--- config.mk ---
export PLATFORM = sky130hd
export DESIGN_NAME = uart_rx_flat
export DESIGN_NICKNAME = d
export VERILOG_FILES = /design/src/rtl/uart_rx_if.sv /design/src/rtl/uart_rx.sv /design/src/flat_wrapper.sv
export SDC_FILE = /design/constraint.sdc
export NUM_CORES = 1
export LEC_CHECK = 0
export BUFFER_PORTS_ARGS = -buffer_cell sky130_fd_sc_hd__buf_2
export CAP_MARGIN = 0
export CORE_ASPECT_RATIO = 0.5
export CORE_MARGIN = 2
export CORE_UTILIZATION = 36
export CTS_CLUSTER_SIZE = 12
export DETAILED_ROUTE_END_ITERATION = 10
export PLACE_DENSITY = 0.52
export SLEW_MARGIN = 20
export SYNTH_ARGS = -nofsm -noshare
export SYNTH_HDL_FRONTEND = slang
export SYNTH_SLANG_ARGS = --single-unit
--- constraint.sdc ---
create_clock -name clk -period 5.5 [get_ports clk]
set_clock_uncertainty 0.1 [all_clocks]
set_input_delay 0.55 -clock clk [delete_from_list [all_inputs] [get_ports clk]]
set_output_delay 0.55 -clock clk [all_outputs]
set_load 0.05 [all_outputs]
--- src/rtl/uart_rx_if.sv ---
// Serial-line and received-byte signals of the UART receiver.
// The slave modport is the receiver side; master is the side that drives the line and consumes bytes.
interface uart_rx_if;
    logic [15:0] UART_CPB;
    logic        rx_serial;
    logic [7:0]  rx_data;
    logic        rx_valid;
    logic        rx_frame_err;
    logic        rx_busy;

    modport master (
        output UART_CPB,
        output rx_serial,
        input  rx_data,
        input  rx_valid,
        input  rx_frame_err,
        input  rx_busy
    );

    modport slave (
        input  UART_CPB,
        input  rx_serial,
        output rx_data,
        output rx_valid,
        output rx_frame_err,
        output rx_busy
    );
endinterface

--- src/rtl/uart_rx.sv ---
// 8N1 UART receiver with a configurable synchronizer and mid-bit sampling.
// Frame errors arm a break guard, so a line held low is not re-read as a new start bit.
module uart_rx #(
    parameter int SYNC_STAGES = 2
) (
    input  logic     clk,
    input  logic     rst,
    uart_rx_if.slave bus
);
    // state   | meaning
    // S_IDLE  | waiting for rx_s low (and for line high after a break)
    // S_START | counting to the middle of the start bit, glitch check
    // S_DATA  | sampling 8 data bits at bit centres, LSB first
    // S_STOP  | sampling the stop bit, emitting valid or frame error
    typedef enum logic [1:0] {
        S_IDLE  = 2'd0,
        S_START = 2'd1,
        S_DATA  = 2'd2,
        S_STOP  = 2'd3
    } state_t;

    state_t                 state;
    logic [15:0]            cntr;
    logic [2:0]             bit_cntr;
    logic [7:0]             shreg;
    logic [SYNC_STAGES-1:0] sync_q;
    logic                   rx_s;
    logic                   brk_wait;
    logic [7:0]             rx_data_q;
    logic                   valid_q;
    logic                   err_q;
    logic                   busy_q;
    logic [15:0]            half_cpb;

    assign rx_s     = sync_q[SYNC_STAGES-1];
    assign half_cpb = bus.UART_CPB >> 1;

    assign bus.rx_data      = rx_data_q;
    assign bus.rx_valid     = valid_q;
    assign bus.rx_frame_err = err_q;
    assign bus.rx_busy      = busy_q;

    // Terminal counts use >= so a mid-frame change of UART_CPB cannot strand the counter.
    always_ff @(posedge clk or posedge rst) begin
        if (rst) begin
            state     <= S_IDLE;
            cntr      <= 16'd0;
            bit_cntr  <= 3'd0;
            shreg     <= 8'h00;
            sync_q    <= {SYNC_STAGES{1'b1}};
            brk_wait  <= 1'b0;
            rx_data_q <= 8'h00;
            valid_q   <= 1'b0;
            err_q     <= 1'b0;
            busy_q    <= 1'b0;
        end else begin
            sync_q  <= {sync_q[SYNC_STAGES-2:0], bus.rx_serial};
            valid_q <= 1'b0;
            err_q   <= 1'b0;
            case (state)
                S_IDLE: begin
                    cntr <= 16'd0;
                    if (brk_wait) begin
                        if (rx_s) brk_wait <= 1'b0;
                    end else if (!rx_s) begin
                        state  <= S_START;
                        busy_q <= 1'b1;
                    end
                end
                S_START: begin
                    if (cntr >= half_cpb) begin
                        cntr <= 16'd0;
                        if (rx_s) begin
                            state  <= S_IDLE;
                            busy_q <= 1'b0;
                        end else begin
                            bit_cntr <= 3'd0;
                            state    <= S_DATA;
                        end
                    end else begin
                        cntr <= cntr + 16'd1;
                    end
                end
                S_DATA: begin
                    if (cntr >= bus.UART_CPB) begin
                        shreg[bit_cntr] <= rx_s;
                        cntr            <= 16'd0;
                        bit_cntr        <= bit_cntr + 3'd1;
                        if (bit_cntr == 3'd7) state <= S_STOP;
                    end else begin
                        cntr <= cntr + 16'd1;
                    end
                end
                S_STOP: begin
                    if (cntr >= bus.UART_CPB) begin
                        cntr   <= 16'd0;
                        state  <= S_IDLE;
                        busy_q <= 1'b0;
                        if (rx_s) begin
                            rx_data_q <= shreg;
                            valid_q   <= 1'b1;
                        end else begin
                            err_q    <= 1'b1;
                            brk_wait <= 1'b1;
                        end
                    end else begin
                        cntr <= cntr + 16'd1;
                    end
                end
                default: begin
                    state  <= S_IDLE;
                    busy_q <= 1'b0;
                end
            endcase
        end
    end
endmodule
--- src/flat_wrapper.sv ---
// flat-port wrapper written by rule: the top's interface ports become plain ports
module uart_rx_flat 
#(
    parameter int SYNC_STAGES = 2
)
  (clk, rst, bus_UART_CPB, bus_rx_serial, bus_rx_data, bus_rx_valid, bus_rx_frame_err, bus_rx_busy);
  uart_rx_if bus_i ();
  input  logic clk;
  input  logic rst;
  input wire logic [$bits(bus_i.UART_CPB)-1:0] bus_UART_CPB;
  input wire logic [$bits(bus_i.rx_serial)-1:0] bus_rx_serial;
  output wire logic [$bits(bus_i.rx_data)-1:0] bus_rx_data;
  output wire logic [$bits(bus_i.rx_valid)-1:0] bus_rx_valid;
  output wire logic [$bits(bus_i.rx_frame_err)-1:0] bus_rx_frame_err;
  output wire logic [$bits(bus_i.rx_busy)-1:0] bus_rx_busy;
  assign bus_i.UART_CPB = bus_UART_CPB;
  assign bus_i.rx_serial = bus_rx_serial;
  assign bus_rx_data = bus_i.rx_data;
  assign bus_rx_valid = bus_i.rx_valid;
  assign bus_rx_frame_err = bus_i.rx_frame_err;
  assign bus_rx_busy = bus_i.rx_busy;
  uart_rx #(.SYNC_STAGES(SYNC_STAGES)) u_core (.clk(clk), .rst(rst), .bus(bus_i));
endmodule
Word-level counts from Yosys, hierarchy flattened
Cells that the tools add are included.
Word-level totals
  output and inout bits: 11
  memory bits (writable): 0
  memory bits (read-only): 0
  bits of input ports: 19
  word-level logic and storage cells: 74
  memories kept: 0
  flip-flop bits (word level): 43
  latch bits: 0
Operators by class
  add/subtract/negate cells: 2
  reductions and logical operators: 12
  shifts and indexed selects: 0
  muxes and demuxes: 33
  equal/unequal tests: 13
  multipliers: 0
  $lt $le $gt $ge: 4
  div/mod/pow operators: 0
  bitwise gates (word level): 0
Operators with widths (number)
  case mux 16 bit (3 select lines): 1
  two-way mux 16 bit: 2
  adder 16 x 1 -> 16 bit, second input constant: 1
  greater-or-equal comparator 16 x 15 -> 1 bit: 1
  greater-or-equal comparator 16 bit: 1
  two-way mux 1 bit: 14
  two-way mux 2 bit: 7
  AND reduction 6 bit: 2
  != test 2 x 1 -> 1 bit, second input constant: 5
  two-way mux 3 bit: 3
  bitwise mux 8 bit: 1
  != test 2 bit, second input constant: 4
  case mux 2 bit (4 select lines): 1
  case mux 3 bit (2 select lines): 1
  AND reduction 3 bit: 2
  equality test 2 bit, second input constant: 2
  < comparator 3 x 4 -> 1 bit, second input constant: 1
  AND reduction 4 bit: 1
  nonzero test 2 bit: 2
  adder 3 x 1 -> 3 bit, second input constant: 1
  demux 1 bit (select 3 bit): 1
  equality test 3 bit, second input constant: 1
  greater-or-equal comparator 3 x 1 -> 1 bit, second input constant: 1
  case mux 1 bit (3 select lines): 1
  7 further kinds: 7

Depth between registers and ports, before layout
Gate-level depths: netlist of the first run.
  word-level depth: 5
  mapped depth: 10
  gate-level depth less buffers: 8

Least setup slack after synthesis of the first run
No wires, ideal clock.
  path type: input to register
  start point: input bus_UART_CPB[15]
  end point: register u_core.rx_data_q[0] (netlist: u_core.bus.rx_data[0])
  library setup time: 125 ps
  data required time: 5275 ps
  path buffers: 1
  slack: 2640 ps
  arrival: 2635 ps
  stages on the path: 9
  cells stage by stage: inv_1 -> ha_1 -> nand4_2 -> or3_1 -> or3_1 -> o211ai_2 -> and4_4 -> buf_12 -> mux2_4
Between the ends
  word-level cells in the longest chain between the ends: 2
RTL lines
  start: declaration: RTL line flat_wrapper.sv:10  | input wire logic [$bits(bus_i.UART_CPB)-1:0] bus_UART_CPB;
  greater-or-equal comparator 16 bit: RTL line uart_rx.sv:95  | if (cntr >= bus.UART_CPB) begin
  AND reduction 3 bit (no source line)
  end signal: assignment: RTL line uart_rx.sv:100  | rx_data_q <= shreg;
  end: declaration: RTL line uart_rx.sv:29  | logic [7:0] rx_data_q;
No other way between the ends.
A chain may end at the register's enable or synchronous reset.

Final worst setup path of the first run
  start point: register u_core.cntr[15]
  end point: register u_core.state[0]
Between the ends
  word-level cells in the longest chain between the ends: 3
  elaborated cells on any way between the ends: 6
  classes of those cells: order compare (2); eq/ne (3); reduce/logical (1)
RTL lines
  start: declaration: RTL line uart_rx.sv:23  | logic [15:0] cntr;
  start signal: assignment: RTL line uart_rx.sv:81  | cntr <= cntr + 16'd1;
  start signal: assignment: RTL line uart_rx.sv:91  | cntr <= cntr + 16'd1;
  start signal: assignment: RTL line uart_rx.sv:107  | cntr <= cntr + 16'd1;
  greater-or-equal comparator 16 bit or greater-or-equal comparator 16 x 15 -> 1 bit (tied branches): RTL line uart_rx.sv:85, uart_rx.sv:95, uart_rx.sv:71
  != test 2 x 1 -> 1 bit (no source line)
  AND reduction 6 bit (no source line) *
  end signal: assignment: RTL line uart_rx.sv:89  | if (bit_cntr == 3'd7) state <= S_STOP;
  end signal: assignment: RTL line uart_rx.sv:97  | state <= S_IDLE;
  end signal: assignment: RTL line uart_rx.sv:111  | state <= S_IDLE;
  end: declaration: RTL line uart_rx.sv:22  | state_t state;
Mark *: on every way between the ends. The rest lies on a longest branch, timed or not.

==> impl_metrics.sql, run 1 <==
INSERT INTO impl_metrics (metric_group, metric, value, unit) VALUES
('outcome', 'status', 'complete, no violations', ''),
('global_route', 'grtUsageTotal', '0.1377', ''),
('timing', 'timing.setup.tns', '0', 'ps'),
('timing', 'final_period_minus_worst_setup_slack', '3124', 'ps'),
('finish', 'sequential_cell_area', '0.001079', 'mm^2'),
('critical_path', 'critical_path_buf_inv_count', '0', ''),
('critical_path', 'worst_path_max_delay_cell', 'o221a_2', ''),
('yosys', 'synth-xor-area-share', '0.04520', ''),
('yosys', 'synth-async-reset-ratio', '1.000', ''),
('detailed_routing', 'dr.first_iter.drc_count', '53', ''),
('yosys', 'mappedNetlistNets', '304', ''),
('finish', 'area_delta_synth_final', '14.11', '%'),
('yosys', 'synth_enable_flop_cells', '0', ''),
('critical_path', 'peak_fanout_along_the_critical_path', '19', ''),
('yosys', 'synth-main-ff-cell', 'dfrtp_1', ''),
('cts', 'cts-buffers-inserted', '5', ''),
('worst_hold_path', 'worstHoldPathType', 'register to register', ''),
('place', 'placed_cell_area', '0.002922', 'mm^2'),
('power_and_ir_drop', 'internal_power', '789.5', 'uW'),
('timing', 'setup_viol', '0', ''),
('power_and_ir_drop', 'p_clk_frac', '0.288', ''),
('floorplanning', 'floorplan.core_area', '0.007322', 'mm^2'),
('power_and_ir_drop', 'power_frac_seq', '0.420', ''),
('finish', 'fill_cells', '728', ''),
('finish', 'nets', '333', ''),
('yosys', 'ys_ff_latch', '43', ''),
('finish', 'stdcell_area', '0.003095', 'mm^2'),
('detailed_routing', 'viasPerCell', '5.029', ''),
('place', 'buffer_ports.inserted', '29', ''),
('worst_hold_path', 'min_path_cells', '0', ''),
('timing', 'setup_ws', '2376', 'ps'),
('finish', 'drive_gt1_frac', '0.2313', ''),
('yosys', 'synth.avg_cell_area', '10.81', 'um^2'),
('power_and_ir_drop', 'power.share.combinational', '0.292', ''),
('place', 'gpl_congestion', '0.7641', ''),
('yosys', 'seq_area_frac_synth', '0.3976', ''),
('cts', 'max_buffers_root_to_sink', '2', ''),
('yosys', 'synth-warning-count', '0', ''),
('critical_path', 'worstSetupPathType', 'register to register', ''),
('critical_path', 'worst_path_dominant_cell_family', 'simple AND/OR/NAND/NOR gates', ''),
('cts', 'cts.htree.levels', '2', ''),
('place', 'place.detailed.instances', '369', ''),
('yosys', 'post_synth_and_or_nand_nor_area_fraction', '0.1550', ''),
('cts', 'clk_transition_reported_paths', '60', 'ps'),
('worst_hold_path', 'holdCritStartpoint', 'u_core.sync_q[0]', ''),
('yosys', 'post_synth_instance_area', '0.002713', 'mm^2'),
('critical_path', 'cell_mode_on_critical_path', 'or3_1', ''),
('cts', 'postCtsResizedCells', '0', ''),
('detailed_routing', 'antenna_left', '0', ''),
('power_and_ir_drop', 'p_total', '1183', 'uW'),
('finish', 'multi_input_comb_area', '0.001495', 'mm^2'),
('yosys', 'synthesis.instances', '251', ''),
('power_and_ir_drop', 'vdd_drop_max', '0.1396', 'mV'),
('cts', 'ctsRootBufferMaster', 'clkbuf_16', ''),
('critical_path', 'cp_data_arrival_time', '3190', 'ps'),
('yosys', 'synthTopCellsByArea', 'dfrtp_1 38%, ha_1 16%, mux2_4 4.4%', ''),
('cts', 'hold_fix_buffers_cts', '0', ''),
('place', 'preCtsSetupSlack', '2129', 'ps'),
('floorplanning', 'fp-row-count', '22', ''),
('power_and_ir_drop', 'power.net_switching', '393.1', 'uW'),
('timing', 'max-slew-margin-rel', '0.4887', ''),
('global_route', 'initial_antenna_violation_count', '0', ''),
('critical_path', 'cp_cell_sequence', 'ha_1 > nand4_2 > or3_1 > or3_1 > o211ai_2 > o221a_2 > mux2_1', ''),
('place', 'detailed_place_hpwl', '4049', 'um'),
('finish', 'layout.cells.most_common_list', '41 x dfrtp_1, 34 x ha_1, 29 x buf_2', ''),
('finish', 'finish.cell_count_without_fillers', '377', ''),
('cts', 'tritoncts_num_sinks', '43', ''),
('critical_path', 'worst-path-stages', '7', ''),
('yosys', 'yosys.cell_types.count', '51', ''),
('floorplanning', 'design.die.area', '0.008288', 'mm^2'),
('floorplanning', 'floorplan.die.height', '65.38', 'um');
==> state kept, by name, indices dropped and copies added, names as in the netlist, named ones only <==
register                 count
u_core.bit_cntr              3
u_core.brk_wait              1
u_core.bus.rx_busy           1
u_core.bus.rx_data           8
u_core.bus.rx_frame_err      1
u_core.bus.rx_valid          1
u_core.cntr                 16
u_core.shreg                 8
u_core.state                 1
u_core.sync_q                2
==> final cells by class <==
| cell class | instances | share of cell area |
|---|---|---|
| sequential | 43 | 0.3484 |
| timing repair buffer | 30 | 0.04931 |
| multi-input combinational | 180 | 0.4830 |
| inverter | 20 | 0.02425 |
| clock buffer | 6 | 0.04487 |
| clock inverter | 2 | 0.01132 |
| tap | 96 | 0.03880 |
==> worst reg2reg max path, cell delays in order (launching register included) <==
cell and delay (ps):
dfrtp_1 430, ha_1 370, nand4_2 130, or3_1 400
or3_1 400, o211ai_2 300, o221a_2 530, mux2_1 350
==> synth_stat cells, types with 3 or more instances <==
master	n
o21ai_0	5
inv_1	20
or3_1	3
nand2_1	12
xor2_1	11
nand4_1	4
dfrtp_1	41
a21o_1	9
mux2_2	8
nand3_1	10
ha_1	34
and3_1	7
xnor2_1	3
o211ai_1	3
mux2_4	8
a21oi_1	4
nor2_1	22
==> cell families (layout without fill, tap and decap cells) <==
| family | Yosys count | in the layout |
|---|---|---|
| AND/OR/NAND/NOR | 77 | 77 |
| flip-flops | 43 | 43 |
| AO/OA/AOI/OAI | 38 | 38 |
| adder cells (fa/ha/maj) | 34 | 34 |
| buffers and inverters | 28 | 58 |
| multiplexers | 17 | 17 |
| XOR/XNOR | 14 | 14 |
==> layer usage <==
metal / track usage / share of wire / up-vias
li1: - / - / 954
met1: 0.1947 / 0.52 / 911
met2: 0.2243 / 0.44 / 29
met3: 0.02769 / 0.033 / 2
met4: 0.02198 / 0.0032 / 0
met5: 0 / 0 / -
==> power groups by stage <==
stage,Combinational (uW),Clock [uW],Sequential (uW)
finish,345,341,497
global route,396,363,513
CTS,350,347,496
detailed placement,346,0,502
global placement,333,0,498
floorplan,274,0,480
==> stage by stage <==
stage,hold WS (ps),util
2_1_floorplan,245.2,-
3_3_place_gp,246.5,0.3990
6_report,256.9,0.4228
4_1_cts,259.4,0.4228
5_1_grt,267.3,0.4228
3_5_place_dp,250.6,0.3990
==> final timing paths <==
| check | to | slack (ps) |
|---|---|---|
| setup reg to reg | u_core.state[0] | 2380 |
| min in group asynchronous | u_core.shreg[3] | 300 |
| hold reg to reg | u_core.sync_q[1] | 260 |
| max in group asynchronous | u_core.sync_q[0] | 4630 |
| hold / removal | u_core.sync_q[1] | 260 |
| setup / recovery | u_core.state[0] | 2380 |
No activity file was read; power rests on OpenSTA's default activity.
==> run 2, diff against run 1 <==
- clock period: 5.5 -> 2.95 ns (I/O delays scaled with it)
==> run 2 against run 1 <==
Against the previous run: setup slack got worse by 2300 ps; maximum frequency is 10% higher; non-clock buffer count increased by 8; wire length rose by 7.2%; first-iteration DRC count increased by 28%; combinational power increased by 110%; critical endpoint is now u_core.bus.rx_data[5]; largest cell class unchanged; largest power group unchanged; highest routed layer unchanged.
==> impl_metrics.sql, run 2 (same netlist as run 1, synthesis figures left out) <==
INSERT INTO impl_metrics (metric_group, metric, value, unit) VALUES
('floorplanning', 'floorplan.initialDensity', '0.3705', ''),
('worst_hold_path', 'hold-path-endpoint', 'u_core.sync_q[0]', ''),
('critical_path', 'worst-path-stages', '7', ''),
('finish', 'layout.cells.most_common', 'dfrtp_1', ''),
('detailed_routing', 'viasPerCell', '4.990', ''),
('place', 'gpl_congestion', '0.8690', ''),
('finish', 'nets', '342', ''),
('finish', 'drive_gt1_frac', '0.2517', ''),
('detailed_routing', 'wl_per_cell', '14.69', 'um'),
('place', 'placed_cell_area', '0.002974', 'mm^2'),
('detailed_routing', 'detailroute.via_count', '1926', ''),
('timing', 'max_freq', '0.3527', 'GHz'),
('cts', 'tritoncts_num_sinks', '43', ''),
('timing', 'final_period_minus_worst_setup_slack', '2836', 'ps'),
('cts', 'ctsRootBufferMaster', 'clkbuf_16', ''),
('detailed_routing', 'drc', '0', ''),
('cts', 'cts.htree.levels', '2', ''),
('timing', 'timing.final.crit_share', '0.9612', ''),
('global_route', 'grtUsageTotal', '0.1411', ''),
('timing', 'timing.setup.tns', '0', 'ps'),
('critical_path', 'cp_data_arrival_time', '2900', 'ps'),
('floorplanning', 'floorplan.die.height', '65.38', 'um'),
('cts', 'tritoncts', 'done', ''),
('cts', 'max_buffers_root_to_sink', '2', ''),
('flow_run', 'maxCapViolCount', '0', ''),
('cts', 'cts-buffers-inserted', '5', ''),
('finish', 'stdcell_area', '0.003159', 'mm^2'),
('detailed_routing', 'totalWireLength', '5671', 'um'),
('worst_hold_path', 'worstHoldPathType', 'primary input to register', ''),
('power_and_ir_drop', 'p_leak', '0.001656', 'uW'),
('floorplanning', 'die_width', '126.8', 'um'),
('critical_path', 'worstSetupPathType', 'register to register', ''),
('critical_path', 'cp_cell_sequence', 'ha_1 > nand4_2 > or3_1 > or3_1 > o211ai_4 > and4_4 > mux2_4', ''),
('global_route', 'via_count_of_the_first_global_routing_pass', '1957', ''),
('timing', 'rsz0062_at_grt', 'no', ''),
('timing', 'setup_viol', '0', ''),
('global_route', 'globalRouteMet1Util', '0.2004', ''),
('cts', 'postCtsSetupRepairBufs', '0', ''),
('critical_path', 'worst_ep_required_time', '3010', 'ps'),
('finish', 'largest_register_by_flop_count', 'u_core.cntr', ''),
('critical_path', 'cell_mode_on_critical_path', 'or3_1', ''),
('floorplanning', 'fp-row-count', '22', ''),
('critical_path', 'critical_path_buf_inv_count', '0', ''),
('finish', 'area_delta_synth_final', '16.47', '%'),
('detailed_routing', 'firstDrtPassIters', '4', ''),
('global_route', 'initial_antenna_violation_count', '0', ''),
('timing', 'finalHoldWorstSlack', '15.16', 'ps'),
('global_route', 'overflow', '0', ''),
('floorplanning', 'io-pin-count', '30', ''),
('critical_path', 'worst_path_dominant_cell_family', 'simple AND/OR/NAND/NOR gates', ''),
('critical_path', 'worstReg2RegEnd', 'u_core.bus.rx_data[5]', ''),
('critical_path', 'slowest_delay', '430', 'ps'),
('timing', 'max-slew-margin-rel', '0.5837', ''),
('place', 'buffer_ports.inserted', '29', ''),
('timing', 'report.final.slew_viol_count', '0', ''),
('critical_path', 'start_kind', 'register', ''),
('critical_path', 'peak_fanout_along_the_critical_path', '10', ''),
('place', 'place.detailed.instances', '376', ''),
('finish', 'antenna_cells', '0', ''),
('power_and_ir_drop', 'power_per_cell_area', '682.8', 'mW/mm^2'),
('place', 'detailed_place_hpwl', '4168', 'um'),
('cts', 'clk_transition_reported_paths', '60', 'ps'),
('detailed_routing', 'dr.first_iter.drc_count', '68', ''),
('global_route', 'grt_pass1_wl', '9370', 'um'),
('critical_path', 'endpoint_kind', 'register', ''),
('detailed_routing', 'antenna_left', '0', ''),
('worst_hold_path', 'min_path_cells', '1', ''),
('finish', 'layout.cells.most_common_list', '41 x dfrtp_1, 33 x ha_1, 29 x buf_2', ''),
('timing', 'tightestPinTransition', '624.5', 'ps'),
('cts', 'clock_insertion_delay_at_the_later_pin_of_the_skew_report', '280', 'ps'),
('power_and_ir_drop', 'vdd_drop_max', '0.2178', 'mV'),
('global_route', 'grt.met3_usage', '0.02443', ''),
('global_route', 'met2_usage', '0.2270', ''),
('global_route', 'gr-max-usage-layer', 'met2', ''),
('critical_path', 'reg2reg_setup_slack', '110', 'ps'),
('worst_hold_path', 'holdCritStartpoint', 'bus_rx_serial', ''),
('outcome', 'status', 'complete, no violations', ''),
('critical_path', 'worstReg2RegStart', 'u_core.cntr[13]', ''),
('place', 'preCtsSetupSlack', '103.1', 'ps'),
('timing', 'finalHoldViolations', '0', ''),
('finish', 'largest_register_ff_count', '16', ''),
('floorplanning', 'design.die.area', '0.008288', 'mm^2'),
('critical_path', 'reg2regPathDepth', '7', ''),
('finish', 'fill_cells', '706', ''),
('floorplanning', 'floorplan.core_area', '0.007322', 'mm^2'),
('timing', 'setup_ws', '114.3', 'ps'),
('critical_path', 'worst_path_max_delay_cell', 'dfrtp_1', ''),
('finish', 'finish.cell_count_without_fillers', '386', ''),
('global_route', 'grt_max_degree', '36', '');
## run 2: worst max path at each step
stage | startpoint | endpoint | slack (ps)
2_1_floorplan | u_core.cntr[15] | u_core.bus.rx_data[0] | 260
3_3_place_gp | bus_UART_CPB[0] | u_core.bit_cntr[1] | 70
3_5_place_dp | bus_UART_CPB[0] | u_core.bit_cntr[1] | 100
4_1_cts | u_core.cntr[0] | u_core.bit_cntr[2] | 70
5_1_grt | u_core.cntr[9] | u_core.cntr[11] | 7
6_report | u_core.cntr[13] | u_core.bus.rx_data[5] | 110
## run 2: per-stage QoR
stage               utilization  power (uW)
floorplan                     -        1406
global placement         0.4062        1586
detailed placement       0.4062        1610
CTS                      0.4264        2150
global route             0.4315        2329
finish                   0.4315        2157
## run 2: final cells by class
type | instances | area [um^2] | area share
Timing Repair Buffer | 38 | 215.2 | 0.06812
Sequential cell | 43 | 1079 | 0.3414
Multi-Input combinational cell | 181 | 1533 | 0.4851
Clock buffer | 7 | 132.6 | 0.04198
Clock inverter | 1 | 5.005 | 0.001584
Tap cell | 96 | 120.1 | 0.03802
Inverter | 20 | 75.07 | 0.02376
## run 2: layer usage
layer,share of wire,vias to the layer above,routed length [um]
li1,-,976,-
met1,0.53,927,3002
met4,0.0048,0,27
met5,0,-,0
met2,0.44,21,2477
met3,0.029,2,164
## run 2: power by group
| group | switching [uW] | internal [uW] |
|---|---|---|
| combinational | 363 | 353 |
| sequential | 175 | 737 |
| clock | 216 | 313 |
| total | 754 | 1400 |
## run 2: timing repair
item,CTS,global route
setup endpoints to repair,0,22
gates resized for setup,0,4
hold endpoints to repair,8,0
hold buffers,1,0
